$ cat config.mk
export PLATFORM = sky130hd
export DESIGN_NAME = ser_tx
export DESIGN_NICKNAME = d
export VERILOG_FILES = /design/src/rtl/ser_pkg.sv /design/src/rtl/ser_tx_bit_tick.sv /design/src/rtl/ser_tx.sv
export SDC_FILE = /design/constraint.sdc
export NUM_CORES = 1
export LEC_CHECK = 0
export CORE_ASPECT_RATIO = 1.4
export CORE_UTILIZATION = 50
export CTS_CLUSTER_DIAMETER = 120
export DETAILED_ROUTE_END_ITERATION = 8
export GPL_ROUTABILITY_DRIVEN = 0
export PLACE_DENSITY = 0.74
export REMOVE_ABC_BUFFERS = 1
export SYNTH_ARGS = -nofsm -noshare
export SYNTH_HDL_FRONTEND = slang
export SYNTH_SLANG_ARGS = --single-unit
$ cat constraint.sdc
create_clock -name clk -period 3.3 [get_ports clk]
set_clock_uncertainty 0.2 [all_clocks]
set_input_delay 0.495 -clock clk [delete_from_list [all_inputs] [get_ports clk]]
set_output_delay 0.495 -clock clk [all_outputs]
set_load 0.01 [all_outputs]
$ cat src/rtl/ser_pkg.sv
// Shared types and line levels for the serial link.
// Reused by the matching receiver.
package ser_pkg;

  typedef enum logic [1:0] {
    IDLE,
    START,
    DATA,
    STOP
  } tx_state_t;

  localparam logic LINE_IDLE = 1'b1;
  localparam logic START_BIT = 1'b0;
  localparam logic STOP_BIT  = 1'b1;

endpackage

$ cat src/rtl/ser_tx_bit_tick.sv
// Bit-period timer: one-cycle tick at the last clock of each bit.
// Held at zero while clear is high so a new bit starts aligned.
module bit_tick #(
  parameter int CLKS_PER_BIT = 4
) (
  input  logic clk,
  input  logic rst,
  input  logic clear,
  output logic tick
);

  localparam int TW = $clog2(CLKS_PER_BIT + 1);

  logic [TW-1:0] cnt;

  assign tick = (cnt == TW'(CLKS_PER_BIT - 1));

  always_ff @(posedge clk) begin
    if (rst || clear || tick) begin
      cnt <= '0;
    end else begin
      cnt <= cnt + 1'b1;
    end
  end

endmodule

$ cat src/rtl/ser_tx.sv
// Framed parallel-in/serial-out transmitter:
// start bit, WIDTH data bits (MSB or LSB first), stop bit.
module ser_tx
  import ser_pkg::*;
#(
  parameter int WIDTH        = 8,
  parameter int CLKS_PER_BIT = 4
) (
  input  logic             clk,
  input  logic             rst,
  input  logic             in_valid,
  input  logic [WIDTH-1:0] in_paralelo,
  input  logic             lsb_first,
  output logic             in_ready,
  output logic             out_serial,
  output logic             busy,
  output logic             done
);

  localparam int BW = $clog2(WIDTH + 1);

  tx_state_t        state;
  logic [WIDTH-1:0] shreg;
  logic [WIDTH-1:0] shreg_nxt;
  logic [BW-1:0]    bit_cnt;
  logic             lsb;
  logic             tick;
  logic             cur_bit;
  logic             nxt_bit;
  logic             last_bit;

  assign in_ready = (state == IDLE);
  assign last_bit = (bit_cnt == BW'(WIDTH - 1));

  bit_tick #(
    .CLKS_PER_BIT(CLKS_PER_BIT)
  ) u_tick (
    .clk  (clk),
    .rst  (rst),
    .clear(in_ready),
    .tick (tick)
  );

  always_comb begin
    shreg_nxt = lsb ? (shreg >> 1) : (shreg << 1);
    cur_bit   = lsb ? shreg[0] : shreg[WIDTH-1];
    nxt_bit   = lsb ? shreg[1] : shreg[WIDTH-2];
  end

  // Line level is registered one edge ahead of the bit it belongs to.
  always_ff @(posedge clk) begin
    if (rst) begin
      state      <= IDLE;
      shreg      <= '0;
      bit_cnt    <= '0;
      lsb        <= 1'b0;
      out_serial <= LINE_IDLE;
      busy       <= 1'b0;
      done       <= 1'b0;
    end else begin
      done <= 1'b0;
      unique case (state)
        IDLE: begin
          out_serial <= LINE_IDLE;
          busy       <= 1'b0;
          if (in_valid) begin
            shreg      <= in_paralelo;
            lsb        <= lsb_first;
            bit_cnt    <= '0;
            state      <= START;
            out_serial <= START_BIT;
            busy       <= 1'b1;
          end
        end
        START: begin
          if (tick) begin
            state      <= DATA;
            out_serial <= cur_bit;
          end
        end
        DATA: begin
          if (tick) begin
            shreg   <= shreg_nxt;
            bit_cnt <= bit_cnt + 1'b1;
            if (last_bit) begin
              state      <= STOP;
              out_serial <= STOP_BIT;
            end else begin
              out_serial <= nxt_bit;
            end
          end
        end
        STOP: begin
          if (tick) begin
            state      <= IDLE;
            out_serial <= LINE_IDLE;
            busy       <= 1'b0;
            done       <= 1'b1;
          end
        end
        default: state <= IDLE;
      endcase
    end
  end

endmodule

### Word level (Yosys, flattened, before mapping)

Cells that the tools add are included.

* bits in registers: 21
* latch bits: 0
* memory bits (writable): 0
* bits in read-only memories: 0
* bits of input ports: 12
* output and inout bits: 4
* word-level logic and storage cells: 57
* memories: 0

* add/sub/neg operators: 2
* $mul: 0
* div/mod/pow operators: 0
* $lt $le $gt $ge: 0
* equal/unequal tests: 10
* shifts and indexed selects: 0
* mux-type cells: 25
* bitwise logic cells: 1
* reduce and logical (&&, ||, !) cells: 11

Operators with widths (number)
* $mux W8: 3
* $pmux W8 S2: 1
* $mux W1: 10
* $mux W2: 5
* $mux W4: 2
* $pmux W2 S4: 1
* $pmux W4 S2: 1
* $ne A2 B1 Y1 const B: 3
* $reduce_and A3 Y1: 2
* $reduce_and A5 Y1: 1
* $add A4 B1 Y4 const B: 1
* $eq A2 B2 Y1 const B: 2
* $eq A4 B3 Y1 const B: 1
* $ne A2 B2 Y1 const B: 2
* $pmux W1 S4: 1
* $reduce_and A2 Y1: 2
* $reduce_bool A2 Y1: 2
* $add A3 B1 Y3 const B: 1
* $eq A3 B2 Y1 const B: 1
* $eq A2 B1 Y1 const B: 1
* $logic_not A2 Y1: 1
* $logic_or A1 B1 Y1: 2
* $pmux W1 S2: 1
* $reduce_or A2 Y1: 1
* $not A1 Y1: 1

### Longest topological paths before layout

* depth after elaboration: 4
* mapped depth: 8
* gate-level depth less buffers: 6

### Hierarchy

Synthesis repeated with hierarchy kept, for this count alone.

* cells, all modules: 126
* area total of the unflattened synthesis: 1097.3 um^2

By module, submodules not included
* ser_tx: times used 1, cells an instance 117, area each 980.9 um^2, seq. area each 360.3 um^2
* bit_tick: times used 1, cells an instance 9, area each 116.4 um^2, seq. area each 60.1 um^2

### Least setup slack after synthesis

Ideal clock, no wire load.

* kind: reg2reg
* start: register state[0]
* end: register shreg[6]
* setup time: 0.132 ns
* arrival time: 1.525 ns
* data required time: 2.968 ns
* path slack: 1.442 ns
* stages on the path, launching flop included: 9
* buffers on the path: 2
* period minus slack after synthesis: 1.858 ns
* path through: dfxtp_1 inv_1 ha_1 buf_6 mux2_2 and2_4 buf_6 o211ai_1 a21oi_1

* longest elaborated chain between the ends: 3
* elaborated cells on any way between the ends: 7
* classes of those cells: eq/ne (3); mux (1); reduce/logical (3)

RTL lines
* start: declaration: line ser_tx.sv:22 `tx_state_t state;`
* start signal: assignment: line ser_tx.sv:53 `state <= IDLE;`
* start signal: assignment: line ser_tx.sv:70 `state <= START;`
* start signal: assignment: line ser_tx.sv:77 `state <= DATA;`
* $logic_not A2 Y1 *
* net in_ready: line ser_tx.sv:14 `output logic in_ready,`
* $ne A2 B2 Y1 (no line) or $reduce_bool A2 Y1 (tied branches)
* $reduce_and A3 Y1 (no line)
* end signal: assignment: line ser_tx.sv:67 `shreg <= in_paralelo;`
* end signal: assignment: line ser_tx.sv:83 `shreg <= shreg_nxt;`
* end: declaration: line ser_tx.sv:23 `logic [WIDTH-1:0] shreg;`

The timed path passes the listed nets; every way through them passes the cells marked *.
A chain may end at the register's enable or synchronous reset.

### Worst setup path after layout

* start: register state[0]
* end: output port in_ready

* longest elaborated chain between the ends: 1

RTL lines
* $logic_not A2 Y1: line ser_tx.sv:32 `assign in_ready = (state == IDLE);`
* end: declaration: line ser_tx.sv:14

No other way between the ends.

==> reports/metrics.sh <==
SEQ_POWER_SHARE_PCT=37.6
SYNTH_TOP_CELL_BY_AREA='sky130_fd_sc_hd__dfxtp_1'
SHARE_OF_THE_CYCLE_NEEDED_BY_THE_CRITICAL_PATH_AFTER_ROUTING_PCT=75.1
CLOCK_POWER_SHARE_PCT=12.6
RUN_STATUS='complete, no violations'
CP-START-KIND='flop'
GRT-BUSIEST-LAYER='met2'
SYNTH-MAIN-FF-CELL='sky130_fd_sc_hd__dfxtp_1'
FRACTION_OF_LAYOUT_CELLS_WITH_A_SIZE_SUFFIX_ABOVE_1_PCT=8.09
ANTENNA_LEFT=0
SYNTH.TOP_CELL.AREA_SHARE_PCT=36.7
CELLINTERNALPOWER_W=0.000612
POWER.SHARE.COMBINATIONAL_PCT=49.8
WORST_EP_REQUIRED_TIME_NS=2.60
MAXIMUM_NUMBER_OF_PINS_ON_ONE_NET_BEFORE_GLOBAL_ROUTE_REPAIR=22
CTS_HOLD_BUFFERS=0
AREA.GROWTH.SYNTH_TO_FINAL_PCT=10.9
SYNTH_SEQ_CELLS=21
GRT_ANTENNA_BEFORE_REPAIR=0
GRT.OVERFLOW.TOTAL=0
SETUP_TOTAL_NEGATIVE_SLACK_NS=0
CTS-BUFFERS-INSERTED=3
TIGHTESTPINTRANSITION_NS=0.708
MAX-VDD-IR-DROP_mV=0.437
FIN_TOTAL_PWR_W=0.00104
DRTITER0DRC=25
TRITONCTS_CLOCK_TREE='yes'
MAX-SLEW-MARGIN-REL_PCT=52.7
GROUTE.LAYER.MET2.USAGE_PCT=32.3
CTS_ROOT_BUFFER='sky130_fd_sc_hd__clkbuf_4'
CORE_UM2=2180
CRITICAL_PATH.SLOWEST_CELL='sky130_fd_sc_hd__clkdlybuf4s50_1'
WIRELENGTH_UM=2010
PLACE.DETAILED.HPWL_UM=1450
NETLIST-CELL-TYPE-COUNT=33
DETAIL_ROUTE.VIAS_PER_CELL=5.63
CELL_CHAIN_OF_THE_CRITICAL_PATH='inv_1 > ha_1 > clkdlybuf4s50_1'
GRT_FIRST_PASS_WIRELENGTH_UM=3430
CTS.REPAIR_TIMING.SETUP_BUFFER_COUNT=0
GRT_USE_TOTAL_PCT=18.1
POWER_DENSITY_nW_PER_UM2=819
RSZ0062_AT_GRT='no'
HOLD_DEPTH=1
DRC=0
N_FILL_CELL=203
IO_BUFFER_COUNT=15
SYNTH_EDF_COUNT=0
NETLIST_AREA_BEFORE_PLACEMENT_UM2=1140
REPORTED_MAX_CAP_VIOLATION_COUNT=0
FIN_NETS=156
CTS_REPAIR_RESIZE_COUNT=0
CTS_NUM_SINKS=21
SYN_INST=125
HOLD-WORST-SLACK_NS=0.251
CLOCK_TREE.BUFFER_DEPTH=2
CRITPATHARRIVALTIME_NS=1.78
FINAL-INSTANCE-COUNT-EXCL-FILL=158
DIE_HEIGHT_UM=58.6
SLEW_VIOLATIONS=0
CRIT_PATH_MAX_FANOUT=11
WIRE_PER_INST_UM=12.7
PLACEDCELLCOUNT=154
WORSTSETUPENDPOINTTYPE='primary output'
GLOBALROUTEMET3UTIL_PCT=2.15
ROWS=20
SWITCHINGPOWER_W=0.000427
CHIPWIDTH_UM=42.4
INSERTION_DELAY_NS=0.32
HTREE_LEVELS=1
USE_MET1_PCT=19.8
GRT_PASS1_VIAS=823
FINAL.MIN_CLOCK_PERIOD_NS=2.48
SYNTH_ASYNC_SR_FLOP_SHARE_PCT=0
SYNTH.AVG_CELL_AREA_UM2=9.16
FIRST_PASS_ITERS=4
FMAXACHIEVABLE_GHz=0.404
CRITICAL_PATH_CLASS='reg2out'
MIN_PATH_TYPE='reg2reg'
SYNTH_AREA_LEADERS='sky130_fd_sc_hd__dfxtp_1 (37%), sky130_fd_sc_hd__ha_1 (7.7%), sky130_fd_sc_hd__mux2i_1 (7.0%), sky130_fd_sc_hd__nand2_1 (6.2%), sky130_fd_sc_hd__a21oi_1 (3.9%)'
IO_PINS=16
START_UTIL_PCT=52.6
SYNTH-SEQ-AREA-SHARE_PCT=36.7
SETUP-VIOLATIONS-FINAL=0
ANTENNA_CELLS=0
CLKTRANSATPATHREGS_NS=0.12
NETSWITCHINGFRACTION_PCT=41.1
CRITPATHMAXSTAGEDELAY_NS=0.61
DIE_AREA_UM2=2490
FINALHOLDVIOLCOUNT=0
STATIC_POWER_DUE_TO_LEAKAGE_nW=0.470
VIAS=890
YS.WARNINGS.COUNT=0
REG2REG_DEPTH=6
-- cell usage after synthesis (2+ instances only) --
library cell	count
sky130_fd_sc_hd__mux2i_1	8
sky130_fd_sc_hd__mux2_4	2
sky130_fd_sc_hd__clkbuf_1	2
sky130_fd_sc_hd__inv_1	4
sky130_fd_sc_hd__nand3_1	5
sky130_fd_sc_hd__a21oi_1	9
sky130_fd_sc_hd__xor2_1	2
sky130_fd_sc_hd__nor4_1	2
sky130_fd_sc_hd__clkbuf_8	2
sky130_fd_sc_hd__nor2_1	12
sky130_fd_sc_hd__ha_1	7
sky130_fd_sc_hd__dfxtp_1	21
sky130_fd_sc_hd__o211ai_1	6
sky130_fd_sc_hd__a311oi_2	2
sky130_fd_sc_hd__nor3_1	2
sky130_fd_sc_hd__buf_6	4
sky130_fd_sc_hd__nand2_1	19
-- cells in the final DEF (no fill, tap or decap), drive strengths merged, types with 3 or more instances in the layout --
master / synthesis / routed
ha: 7 / 7
mux2i: 8 / 8
mux2: 3 / 3
nor2: 12 / 12
dfxtp: 21 / 21
inv: 4 / 4
o211ai: 6 / 6
clkbuf: 4 / 3
nand3: 5 / 5
nand2: 19 / 19
clkdlybuf4s50: 0 / 15
a21oi: 9 / 9
-- layout make-up --
| type | instances | area (µm²) | share of cell area (%) |
|---|---|---|---|
| timing repair buffer | 15 | 150 | 11.8 |
| clock buffer | 3 | 22.5 | 1.77 |
| tap | 22 | 27.5 | 2.17 |
| sequential | 21 | 420 | 33.1 |
| inverter | 4 | 15.0 | 1.18 |
| multi-input combinational | 92 | 629 | 49.6 |
| clock inverter | 1 | 5.00 | 0.394 |
-- worst paths after layout --
path | startpoint | slack [ns] | to
worst max-delay path | state[0] | 0.82 | in_ready
worst min-delay path | u_tick.cnt[0] | 0.25 | u_tick.cnt[0]
worst max register to register | state[0] | 1.07 | shreg[1]
worst min register to register | u_tick.cnt[0] | 0.25 | u_tick.cnt[0]
-- worst max-delay path, delay by kind of cell, from the launching register on --
kind | cells | cell delay, ns
fa+ha+maj | 1 | 0.40
buf+inv | 2 | 0.71
flops | 1 | 0.35
-- logic make-up (layout without fill, tap and decap cells) --
group                    after synthesis  after routing  synth area share (%)
multiplexers                          11             11                  10.6
AO/OA/AOI/OAI                         24             24                  15.4
buffers and inverters                 12             23                  8.31
XOR/XNOR                               3              3                  2.30
adder cells (fa/ha/maj)                7              7                  7.65
AND/OR/NAND/NOR                       47             47                  19.0
flip-flops                            21             21                  36.7
-- power groups by stage --
stage	Clock, W	Sequential, W	Combinational, W
2_1_floorplan	0	0.000384	0.000396
3_3_place_gp	0	0.000394	0.000509
3_5_place_dp	0	0.000398	0.000521
4_1_cts	0.000136	0.000391	0.000522
5_1_grt	0.000143	0.000403	0.000580
6_report	0.000131	0.000391	0.000518
-- through the flow --
| step | area (µm²) | util (%) | setup slack (ns) |
|---|---|---|---|
| floorplan | 1060 | - | 1.32 |
| global placement | 1240 | 57.1 | 1.11 |
| detailed placement | 1240 | 57.1 | 1.09 |
| CTS | 1270 | 58.3 | 0.796 |
| global route | 1270 | 58.3 | 0.715 |
| finish | 1270 | 58.3 | 0.823 |
-- flip-flops by register name, summed over array words and instances, names as in the netlist --
signal,flops
shreg,8
done,1
lsb,1
u_tick.cnt,3
state,2
bit_cnt,4
busy,1
out_serial,1
-- per-layer routing --
| metal | up-vias | routed length, µm |
|---|---|---|
| li1 | 457 | - |
| met1 | 414 | 923 |
| met2 | 14 | 979 |
| met3 | 5 | 51 |
| met4 | 0 | 55 |
| met5 | - | 0 |
No activity file was read; power rests on OpenSTA's default activity.
